--- config.mk ---
export PLATFORM = sky130hd
export DESIGN_NAME = fp8_operand_sequencer
export DESIGN_NICKNAME = d
export VERILOG_FILES = /design/src/rtl/fp8_pkg.sv /design/src/rtl/fp8_pair_fifo.sv /design/src/rtl/fp8_operand_sequencer.sv
export SDC_FILE = /design/constraint.sdc
export NUM_CORES = 1
export LEC_CHECK = 0
export CORE_UTILIZATION = 30
export CTS_CLUSTER_SIZE = 24
export DETAILED_ROUTE_END_ITERATION = 8
export DONT_BUFFER_PORTS = 1
export PLACE_DENSITY = 0.45
export SLEW_MARGIN = 20
export SYNTH_ARGS = -nofsm -noshare
export SYNTH_HDL_FRONTEND = slang
export SYNTH_HIERARCHICAL = 1
export SYNTH_SLANG_ARGS = --single-unit
--- constraint.sdc ---
create_clock -name clk -period 5.4 [get_ports clk]
set_input_delay 1.62 -clock clk [delete_from_list [all_inputs] [get_ports clk]]
set_output_delay 1.62 -clock clk [all_outputs]
set_load 0.01 [all_outputs]
--- src/rtl/fp8_pkg.sv ---
// fp8_pkg -- shared definitions for the FP8 operand sequencer.
//   FP8 byte layout: sign[7], exponent[6:3], mantissa[2:0].
//   EXP_INF     : exponent pattern of a saturated value.
//   seq_state_e : issue FSM states.
package fp8_pkg;

    localparam int FP8_W    = 8;
    localparam int SIGN_BIT = 7;
    localparam int EXP_MSB  = 6;
    localparam int EXP_LSB  = 3;
    localparam int MAN_MSB  = 2;
    localparam int MAN_LSB  = 0;
    localparam int PAIR_W   = 2 * FP8_W;

    localparam logic [EXP_MSB-EXP_LSB:0] EXP_INF = 4'b1111;

    typedef enum logic [1:0] {
        ST_IDLE  = 2'd0,
        ST_ISSUE = 2'd1,
        ST_WAIT  = 2'd2,
        ST_HOLD  = 2'd3
    } seq_state_e;

    function automatic logic fp8_is_inf(input logic [FP8_W-1:0] v);
        return v[EXP_MSB:EXP_LSB] == EXP_INF;
    endfunction

endpackage

--- src/rtl/fp8_pair_fifo.sv ---
// fp8_pair_fifo -- operand-pair FIFO, 16 bits wide, DEPTH entries (power of two).
//   clk, rst_n       : clock, synchronous active-low reset
//   i_push/i_push_data : write a {A,B} pair
//   i_pop/o_pop_data : head pair (read is combinational from the head entry)
//   o_full/o_empty   : derived from an occupancy count one bit wider than the pointers
module fp8_pair_fifo
    import fp8_pkg::*;
#(
    parameter int DEPTH = 4
) (
    input  logic              clk,
    input  logic              rst_n,
    input  logic              i_push,
    input  logic [PAIR_W-1:0] i_push_data,
    input  logic              i_pop,
    output logic [PAIR_W-1:0] o_pop_data,
    output logic              o_full,
    output logic              o_empty
);

    localparam int AW = (DEPTH > 1) ? $clog2(DEPTH) : 1;
    localparam logic [AW-1:0] PTR_ONE  = 1;
    localparam logic [AW:0]   CNT_ONE  = 1;
    localparam logic [AW:0]   CNT_FULL = (AW + 1)'(DEPTH);

    logic [PAIR_W-1:0] r_mem [DEPTH];
    logic [AW-1:0]     r_wr_ptr;
    logic [AW-1:0]     r_rd_ptr;
    logic [AW:0]       r_count;
    logic              w_push;
    logic              w_pop;

    // Guards keep the pointers consistent even if a caller misbehaves.
    assign w_push = i_push && !o_full;
    assign w_pop  = i_pop  && !o_empty;

    always_ff @(posedge clk) begin
        if (!rst_n) begin
            r_wr_ptr <= '0;
            r_rd_ptr <= '0;
            r_count  <= '0;
        end else begin
            if (w_push) r_wr_ptr <= r_wr_ptr + PTR_ONE;
            if (w_pop)  r_rd_ptr <= r_rd_ptr + PTR_ONE;
            case ({w_push, w_pop})
                2'b10:   r_count <= r_count + CNT_ONE;
                2'b01:   r_count <= r_count - CNT_ONE;
                default: r_count <= r_count;
            endcase
        end
    end

    // Storage needs no reset: the count alone decides what is valid.
    always_ff @(posedge clk) begin
        if (w_push) r_mem[r_wr_ptr] <= i_push_data;
    end

    assign o_pop_data = r_mem[r_rd_ptr];
    assign o_full     = (r_count == CNT_FULL);
    assign o_empty    = (r_count == '0);

endmodule

--- src/rtl/fp8_operand_sequencer.sv ---
// fp8_operand_sequencer -- pairs incoming FP8 bytes (A then B), queues the pairs,
// and issues one pair at a time to an external adder with a fixed latency,
// capturing the sum for a valid/ready consumer.
//   clk, rst_n                 : clock, synchronous active-low reset
//   in_data/in_valid/in_ready  : byte stream; slot-A bytes always accepted
//   add_a/add_b/add_en         : operands and enable to the adder stage
//   add_result                 : adder sum, sampled ADD_LATENCY cycles after add_en rises
//   out_data/out_valid/out_ready/out_inf : captured sum and its saturation flag
//   busy                       : anything queued, in flight, or a half pair held
module fp8_operand_sequencer
    import fp8_pkg::*;
#(
    parameter int ADD_LATENCY = 2,
    parameter int PAIR_DEPTH  = 4
) (
    input  logic             clk,
    input  logic             rst_n,
    input  logic [FP8_W-1:0] in_data,
    input  logic             in_valid,
    output logic             in_ready,
    output logic [FP8_W-1:0] add_a,
    output logic [FP8_W-1:0] add_b,
    output logic             add_en,
    input  logic [FP8_W-1:0] add_result,
    output logic [FP8_W-1:0] out_data,
    output logic             out_valid,
    input  logic             out_ready,
    output logic             out_inf,
    output logic             busy
);

    localparam logic [3:0] LAT_LOAD = 4'(ADD_LATENCY - 1);
    localparam logic [3:0] CNT_ONE  = 4'd1;

    seq_state_e        r_state;
    seq_state_e        w_state_nxt;
    logic              r_slot_b;
    logic [FP8_W-1:0]  r_hold_a;
    logic [3:0]        r_cnt;
    logic [FP8_W-1:0]  r_add_a;
    logic [FP8_W-1:0]  r_add_b;
    logic [FP8_W-1:0]  r_out_data;
    logic              r_out_inf;

    logic              w_in_fire;
    logic              w_push;
    logic              w_pop;
    logic              w_capture;
    logic              w_add_en;
    logic              w_fifo_full;
    logic              w_fifo_empty;
    logic [PAIR_W-1:0] w_head;

    // Only a B byte needs FIFO space; an A byte just lands in the holding register.
    assign in_ready  = !(r_slot_b && w_fifo_full);
    assign w_in_fire = in_valid && in_ready;
    assign w_push    = w_in_fire && r_slot_b;

    fp8_pair_fifo #(
        .DEPTH (PAIR_DEPTH)
    ) u_pair_fifo (
        .clk         (clk),
        .rst_n       (rst_n),
        .i_push      (w_push),
        .i_push_data ({r_hold_a, in_data}),
        .i_pop       (w_pop),
        .o_pop_data  (w_head),
        .o_full      (w_fifo_full),
        .o_empty     (w_fifo_empty)
    );

    always_comb begin
        w_state_nxt = r_state;
        w_pop       = 1'b0;
        w_capture   = 1'b0;
        w_add_en    = 1'b0;
        case (r_state)
            ST_IDLE: begin
                if (!w_fifo_empty) begin
                    w_pop       = 1'b1;
                    w_state_nxt = ST_ISSUE;
                end
            end
            ST_ISSUE: begin
                w_add_en    = 1'b1;
                w_state_nxt = ST_WAIT;
            end
            ST_WAIT: begin
                w_add_en = 1'b1;
                if (r_cnt == 4'd0) begin
                    w_capture   = 1'b1;
                    w_state_nxt = ST_HOLD;
                end
            end
            ST_HOLD: begin
                if (out_ready) w_state_nxt = ST_IDLE;
            end
            default: w_state_nxt = ST_IDLE;
        endcase
    end

    always_ff @(posedge clk) begin
        if (!rst_n) begin
            r_state    <= ST_IDLE;
            r_slot_b   <= 1'b0;
            r_hold_a   <= '0;
            r_cnt      <= '0;
            r_add_a    <= '0;
            r_add_b    <= '0;
            r_out_data <= '0;
            r_out_inf  <= 1'b0;
        end else begin
            r_state <= w_state_nxt;

            if (w_in_fire) begin
                if (!r_slot_b) r_hold_a <= in_data;
                r_slot_b <= !r_slot_b;
            end

            // Operands only change on a pop, so they hold through issue, wait and hold.
            if (w_pop) begin
                r_add_a <= w_head[PAIR_W-1:FP8_W];
                r_add_b <= w_head[FP8_W-1:0];
            end

            // ISSUE lasts one cycle and WAIT lasts ADD_LATENCY cycles, so the
            // capture edge lands ADD_LATENCY cycles after add_en first rises.
            if (r_state == ST_ISSUE) begin
                r_cnt <= LAT_LOAD;
            end else if (r_state == ST_WAIT && r_cnt != 4'd0) begin
                r_cnt <= r_cnt - CNT_ONE;
            end

            if (w_capture) begin
                r_out_data <= add_result;
                r_out_inf  <= fp8_is_inf(add_result);
            end
        end
    end

    assign add_a     = r_add_a;
    assign add_b     = r_add_b;
    assign add_en    = w_add_en;
    assign out_data  = r_out_data;
    assign out_inf   = r_out_inf;
    assign out_valid = (r_state == ST_HOLD);
    assign busy      = !w_fifo_empty || (r_state != ST_IDLE) || r_slot_b;

endmodule

==> results of run 1 <==
==> sequential cells by signal (all words and copies together), names as in the netlist, 2 cells and up, named ones only <==
signal	cells
out_data	8
r_hold_a	8
u_pair_fifo/r_rd_ptr	2
u_pair_fifo/r_mem	64
u_pair_fifo/r_count	3
r_state	2
u_pair_fifo/r_wr_ptr	2
add_b	8
r_cnt	4
add_a	8
==> critical path: cells and delay by family, from the launching register on <==
family | cells | cell delay, ns
and+or+nand+nor | 4 | 1.65
AOI/OAI and AO/OA | 1 | 0.13
DFF | 1 | 0.35
buffers and inverters | 2 | 0.70
adders and majority gates | 2 | 0.41
xor gates and xnor gates | 1 | 0.07
==> through the flow <==
stage                     setup WS (ns)  instances
after floorplan                    2.11        324
after global placement             1.99        492
after detailed placement           1.95        492
after CTS                          1.96        524
after global routing               1.59        524
final                              2.03        524
==> layout make-up <==
cell class | instances | share of cell area [%]
inverters | 12 | 0.863
well taps | 184 | 4.41
clock inverters | 14 | 2.52
repair buffers | 2 | 0.288
multi-input cells | 181 | 27.9
clock buffers | 18 | 8.42
flip-flops and latches | 113 | 55.6
==> per-layer routing <==
metal,up-vias,share of wire [%]
met1,1161,46
met4,0,2.1
li1,1173,-
met5,-,0
met3,15,7.5
met2,53,44
==> worst max path at each step <==
stage               cells after the start                   start                      end
floorplan                              10                in_valid   u_pair_fifo/r_count[2]
global placement                        3                in_valid  u_pair_fifo/r_mem[0][3]
detailed placement                      3                in_valid  u_pair_fifo/r_mem[0][0]
CTS                                    10  u_pair_fifo/r_count[1]   u_pair_fifo/r_count[2]
global route                           10  u_pair_fifo/r_count[1]   u_pair_fifo/r_count[2]
finish                                 10  u_pair_fifo/r_count[1]   u_pair_fifo/r_count[2]
==> where the power goes <==
group / switching [mW] / internal, mW
Sequential: 0.0496 / 0.960
Combinational: 0.128 / 0.0959
Clock: 0.407 / 0.647
==> cell usage after synthesis (2+ instances only) <==
| master | n | share of area, % |
|---|---|---|
| sky130_fd_sc_hd__xor2_1 | 2 | 0.39 |
| sky130_fd_sc_hd__ha_1 | 11 | 3.1 |
| sky130_fd_sc_hd__mux4_2 | 16 | 8.0 |
| sky130_fd_sc_hd__inv_1 | 10 | 0.83 |
| sky130_fd_sc_hd__o21ai_0 | 6 | 0.67 |
| sky130_fd_sc_hd__nor2_1 | 2 | 0.17 |
| sky130_fd_sc_hd__buf_2 | 7 | 0.78 |
| sky130_fd_sc_hd__a21oi_1 | 2 | 0.22 |
| sky130_fd_sc_hd__clkbuf_1 | 7 | 0.58 |
| sky130_fd_sc_hd__edfxtp_1 | 64 | 43 |
| sky130_fd_sc_hd__or3_1 | 2 | 0.28 |
| sky130_fd_sc_hd__mux2i_1 | 11 | 2.4 |
| sky130_fd_sc_hd__nand2_1 | 60 | 5.0 |
| sky130_fd_sc_hd__nor2b_1 | 11 | 1.5 |
| sky130_fd_sc_hd__nand4b_1 | 2 | 0.39 |
| sky130_fd_sc_hd__dfxtp_1 | 49 | 22 |
| sky130_fd_sc_hd__a21boi_0 | 25 | 4.2 |
| sky130_fd_sc_hd__and2_1 | 6 | 0.83 |
| sky130_fd_sc_hd__nand2b_1 | 2 | 0.28 |
| sky130_fd_sc_hd__a21boi_1 | 2 | 0.33 |
==> logic make-up (layout without fill, tap and decap cells) <==
| kind of cell | Yosys count | after routing | synth area share (%) |
|---|---|---|---|
| xor gates and xnor gates | 3 | 3 | 0.583 |
| AOI/OAI and AO/OA | 42 | 42 | 6.86 |
| and+or+nand+nor | 97 | 97 | 10.9 |
| buffers and inverters | 30 | 46 | 3.33 |
| muxes | 27 | 27 | 10.4 |
| adders and majority gates | 12 | 12 | 3.50 |
| DFF | 113 | 113 | 64.4 |
==> flow_summary.ini, run 1 <==
[outcome]
status = finished clean

[clocking]
clkTransAtPathRegs_ns = 0.05
ctsRootBufferMaster = sky130_fd_sc_hd__clkbuf_16
post_cts_buffers = 0
tritoncts = built
clock_latency_at_the_later_pin_of_the_worst_skew_pair_ns = 0.41
post_cts.resized_instances = 0
cts_made_buffers = 17
numClockSinks = 113
ctsHoldBuffers = 0
cts-root-to-sink-buffers = 2
cts_max_level = 4

[layout]
final_cell_area_um2 = 5220
final_nets = 359
diodes = 0
fraction_of_layout_cells_with_a_size_suffix_above_1_pct = 17.1
layout_common_cells = sky130_fd_sc_hd__edfxtp_1, sky130_fd_sc_hd__nand2_1, sky130_fd_sc_hd__dfxtp_1
syn2layout_area_growth_pct = 15.8
fillers = 1396
core_util_final_pct = 35.8
multi_input_area_um2 = 1460
regArea_um2 = 2900
layout.cells.most_common = sky130_fd_sc_hd__edfxtp_1

[detailed_routing]
finalWirelength_um = 8400
detail_route.first_pass.iterations = 4
via_count = 2402
detail_route.wl_per_cell_um = 16.0
detail-route-antenna-nets = 0
first_iter_violations = 136
post_route_drc_violation_count = 0
avgViaCountPerCell = 4.58

[grt]
gr-usage-all-layers_pct = 11.8
grt_max_degree = 50
global_route.peak_usage_layer = met2
first_global_vias = 2475
grt_overflow = 0
globalRouteMet1Util_pct = 14.6
initial_antenna_violation_count = 0
grt.met2_usage_pct = 16.8
met3_usage_pct = 5.50
wire_length_of_the_first_global_routing_pass_um = 13600

[place]
placement.cell_area_um2 = 4650
place.detailed.hpwl_um = 5390
place.port_buffers = 0
finalWeightedCongestion = 0.686

[setup_path]
crit_path_start_kind = flip-flop
cp.arrival_ns = 3.72
timing.critical_path.slowest_stage_cell = sky130_fd_sc_hd__clkinv_1
crit-reg2reg-launch = u_pair_fifo/r_count[1]
critical_path.cell_chain = nor3_2 > nand2b_1 > clkinv_1 > nor2b_1 > ha_1 > inv_1 > fa_1 > xor2_1 > or3_1 > a21boi_1
maximum_fanout_encountered_on_the_critical_timing_path = 19
r2r-end = u_pair_fifo/r_count[2]
crit_path_max_incr_delay_ns = 0.63
setup.worst_path.class = reg -> reg
crit_path_end_kind = flip-flop
cell_count_of_the_worst_reg_to_reg_path = 10
register_to_register_setup_slack_ns = 2.03
cp_data_required_time_ns = 5.75

[yosys]
synth_area_um2 = 4510
netlist_instances = 324
most_used_flip_flop_cell_after_synthesis = sky130_fd_sc_hd__edfxtp_1
post_synth_num_cell_types = 47
synthesis.area_per_instance_um2 = 13.9
ys.warnings.count = 6
ys_seq_elements = 113
synth-seq-area-share_pct = 64.4
synth_enable_flop_cells = 64
syn_nets = 356
asyncSetResetFlopFracSynth_pct = 0

[floorplanning]
die_area_um2 = 15500
initial_utilization_pct = 30.9
die_w_um = 125
core_um2 = 14600
die-height_um = 125
core.rowCount = 44
floorplan.io_pins = 49

[job]
maxCapViolations = 0

[worst_hold_path]
hold_path_startpoint = u_pair_fifo/r_rd_ptr[1]
min_delay_worst_endpoint = u_pair_fifo/r_rd_ptr[1]
holdCritPathClass = reg -> reg
hold_path_depth = 2

[pwr]
design_power_total_mw = 2.29
leakage_nw = 1.72
ir_drop_uv = 263
pwr_density_cell_nw_per_um2 = 438

[sta]
finClkSkew_ns = 0.00456
finalCritPeriodShare_pct = 62.5
slew_viol_final = 0
finalHoldViolCount = 0
grt_setup_unrepaired = no
tightestPinTransition_ns = 0.907
hold-worst-slack_ns = 0.492
post-route-min-period_ns = 3.37
totalNegativeSetupSlack_ns = 0
timing.fmax_mhz = 296
max-slew-margin-rel_pct = 39.5
setup-violations-final = 0
(Power assumes the default switching activity.)
==> run 2, diff against run 1 <==
- PLACE_DENSITY: 0.45 -> 0.46
- clock period: 5.4 -> 3 ns (I/O delays scaled with it)
==> flow_summary.ini, run 2 (same netlist as run 1, synthesis figures left out) <==
[setup_path]
critical_path.cell_chain = inv_1 > ha_1 > nand2b_1 > clkinv_1 > nor2b_1 > ha_1 > inv_1 > fa_1 > xor2_1 > or3_1 > a21boi_1
crit_path_max_incr_delay_ns = 0.37
timing.critical_path.slowest_stage_cell = sky130_fd_sc_hd__fa_1
crit_path_end_kind = flip-flop
crit_path_start_kind = flip-flop
buffer_and_inverter_count_on_the_worst_path = 3
setup.worst_path.class = reg -> reg
maximum_fanout_encountered_on_the_critical_timing_path = 4
cp.arrival_ns = 2.73
cp_data_required_time_ns = 3.33
critical-path-top-delay-family = adder cells

[job]
maxCapViolations = 0

[floorplanning]
core_um2 = 14600
die_w_um = 125
floorplan.io_pins = 49
die_area_um2 = 15500
initial_utilization_pct = 30.9
die-height_um = 125
core.rowCount = 44

[place]
place.port_buffers = 0
finalWeightedCongestion = 0.694
place.detailed.hpwl_um = 5360
post-place-ws_ns = 0.399
place_inst = 499

[sta]
max-slew-margin-rel_pct = 41.4
finalCritPeriodShare_pct = 79.8
post-route-min-period_ns = 2.39
timing.fmax_mhz = 418
slew_viol_final = 0
finalHoldViolCount = 0
totalNegativeSetupSlack_ns = 0
setup-violations-final = 0
post-route-worst-setup-slack_ns = 0.606
finClkSkew_ns = 0.00708
tightestPinTransition_ns = 0.878
grt_setup_unrepaired = no

[pwr]
leakage_nw = 1.80
pwr_density_cell_nw_per_um2 = 795
design_power_total_mw = 4.22
ir_drop_uv = 308

[layout]
final_nets = 366
layout.cells.most_common = sky130_fd_sc_hd__edfxtp_1
largest_register_ff_count = 64
fillers = 1390
layout_common_cells = sky130_fd_sc_hd__edfxtp_1, sky130_fd_sc_hd__nand2_1, sky130_fd_sc_hd__dfxtp_1
registers.top_by_ff_count = u_pair_fifo/r_mem
syn2layout_area_growth_pct = 17.8
final_cell_count_no_fill = 531
fraction_of_layout_cells_with_a_size_suffix_above_1_pct = 18.2
core_util_final_pct = 36.4
diodes = 0

[detailed_routing]
via_count = 2466
avgViaCountPerCell = 4.64
detail_route.first_pass.iterations = 4
detail_route.wl_per_cell_um = 16.0
first_iter_violations = 140
detail-route-antenna-nets = 0
finalWirelength_um = 8480
post_route_drc_violation_count = 0

[clocking]
clock_latency_at_the_later_pin_of_the_worst_skew_pair_ns = 0.40
ctsHoldBuffers = 0
cts_made_buffers = 17
numClockSinks = 113
clkTransAtPathRegs_ns = 0.05
cts_max_level = 4
post_cts_buffers = 0
tritoncts = built
ctsRootBufferMaster = sky130_fd_sc_hd__clkbuf_16
cts-root-to-sink-buffers = 2
post_cts.resized_instances = 0

[outcome]
status = finished clean

[grt]
grt_overflow = 0
gr-usage-all-layers_pct = 11.8
first_global_vias = 2512
wire_length_of_the_first_global_routing_pass_um = 13700
grt_max_degree = 50
initial_antenna_violation_count = 0

[worst_hold_path]
holdCritPathClass = reg -> reg
==> run 2: cell types whose count changed in the layout (fill, tap and decap cells not counted), sizes merged <==
cell	before	now
buf	2	9
bufinv	1	0
inv	14	12
clkinvlp	7	2
clkbuf	18	26
==> run 2: report_power, final <==
group | switching [mW] | leakage [nW] | total, mW | internal, mW
clock network | 0.675 | 0.299 | 1.99 | 1.32
logic | 0.233 | 0.515 | 0.414 | 0.181
registers | 0.0870 | 0.982 | 1.82 | 1.73
==> run 2: worst reg2reg max path: cells and delay by family, from the launching register on <==
family | cells | cell delay, ns
and+or+nand+nor | 3 | 0.63
xor gates and xnor gates | 1 | 0.16
AOI/OAI and AO/OA | 1 | 0.14
DFF | 1 | 0.33
buffers and inverters | 3 | 0.23
adders and majority gates | 3 | 0.84
==> run 2: layout make-up <==
class                   instances  area [um^2]  area share (%)
clock inverters                 6         36.3           0.683
well taps                     184          230            4.33
flip-flops and latches        113         2900            54.7
clock buffers                  26          574            10.8
repair buffers                  9         67.6            1.27
inverters                      12         45.0           0.848
multi-input cells             181         1460            27.4
==> run 2: path summary, 6_finish.rpt <==
kind	start	end	slack (ns)	depth (start not counted)
worst max-delay path	r_state[1]	u_pair_fifo/r_count[2]	0.61	11
worst min-delay path	u_pair_fifo/r_rd_ptr[1]	flip-flop	0.49	2
worst max register to register	r_state[1]	u_pair_fifo/r_count[2]	0.61	11
worst min register to register	u_pair_fifo/r_rd_ptr[1]	flip-flop	0.49	2
==> run 2: routing by layer <==
layer	vias up	track usage, %	part of all wire (%)
met5	-	0	0
met4	0	5.53	1.3
met3	6	4.47	5.7
met2	63	18.6	47
met1	1213	14.1	46
li1	1184	-	-
==> run 2: stage by stage <==
| step | hold slack (ns) | cell area (um^2) |
|---|---|---|
| 2_1_floorplan | 0.456 | 4510 |
| 3_3_place_gp | 0.467 | 4700 |
| 3_5_place_dp | 0.485 | 4700 |
| 4_1_cts | 0.493 | 5310 |
| 5_1_grt | 0.512 | 5310 |
| 6_report | 0.491 | 5310 |
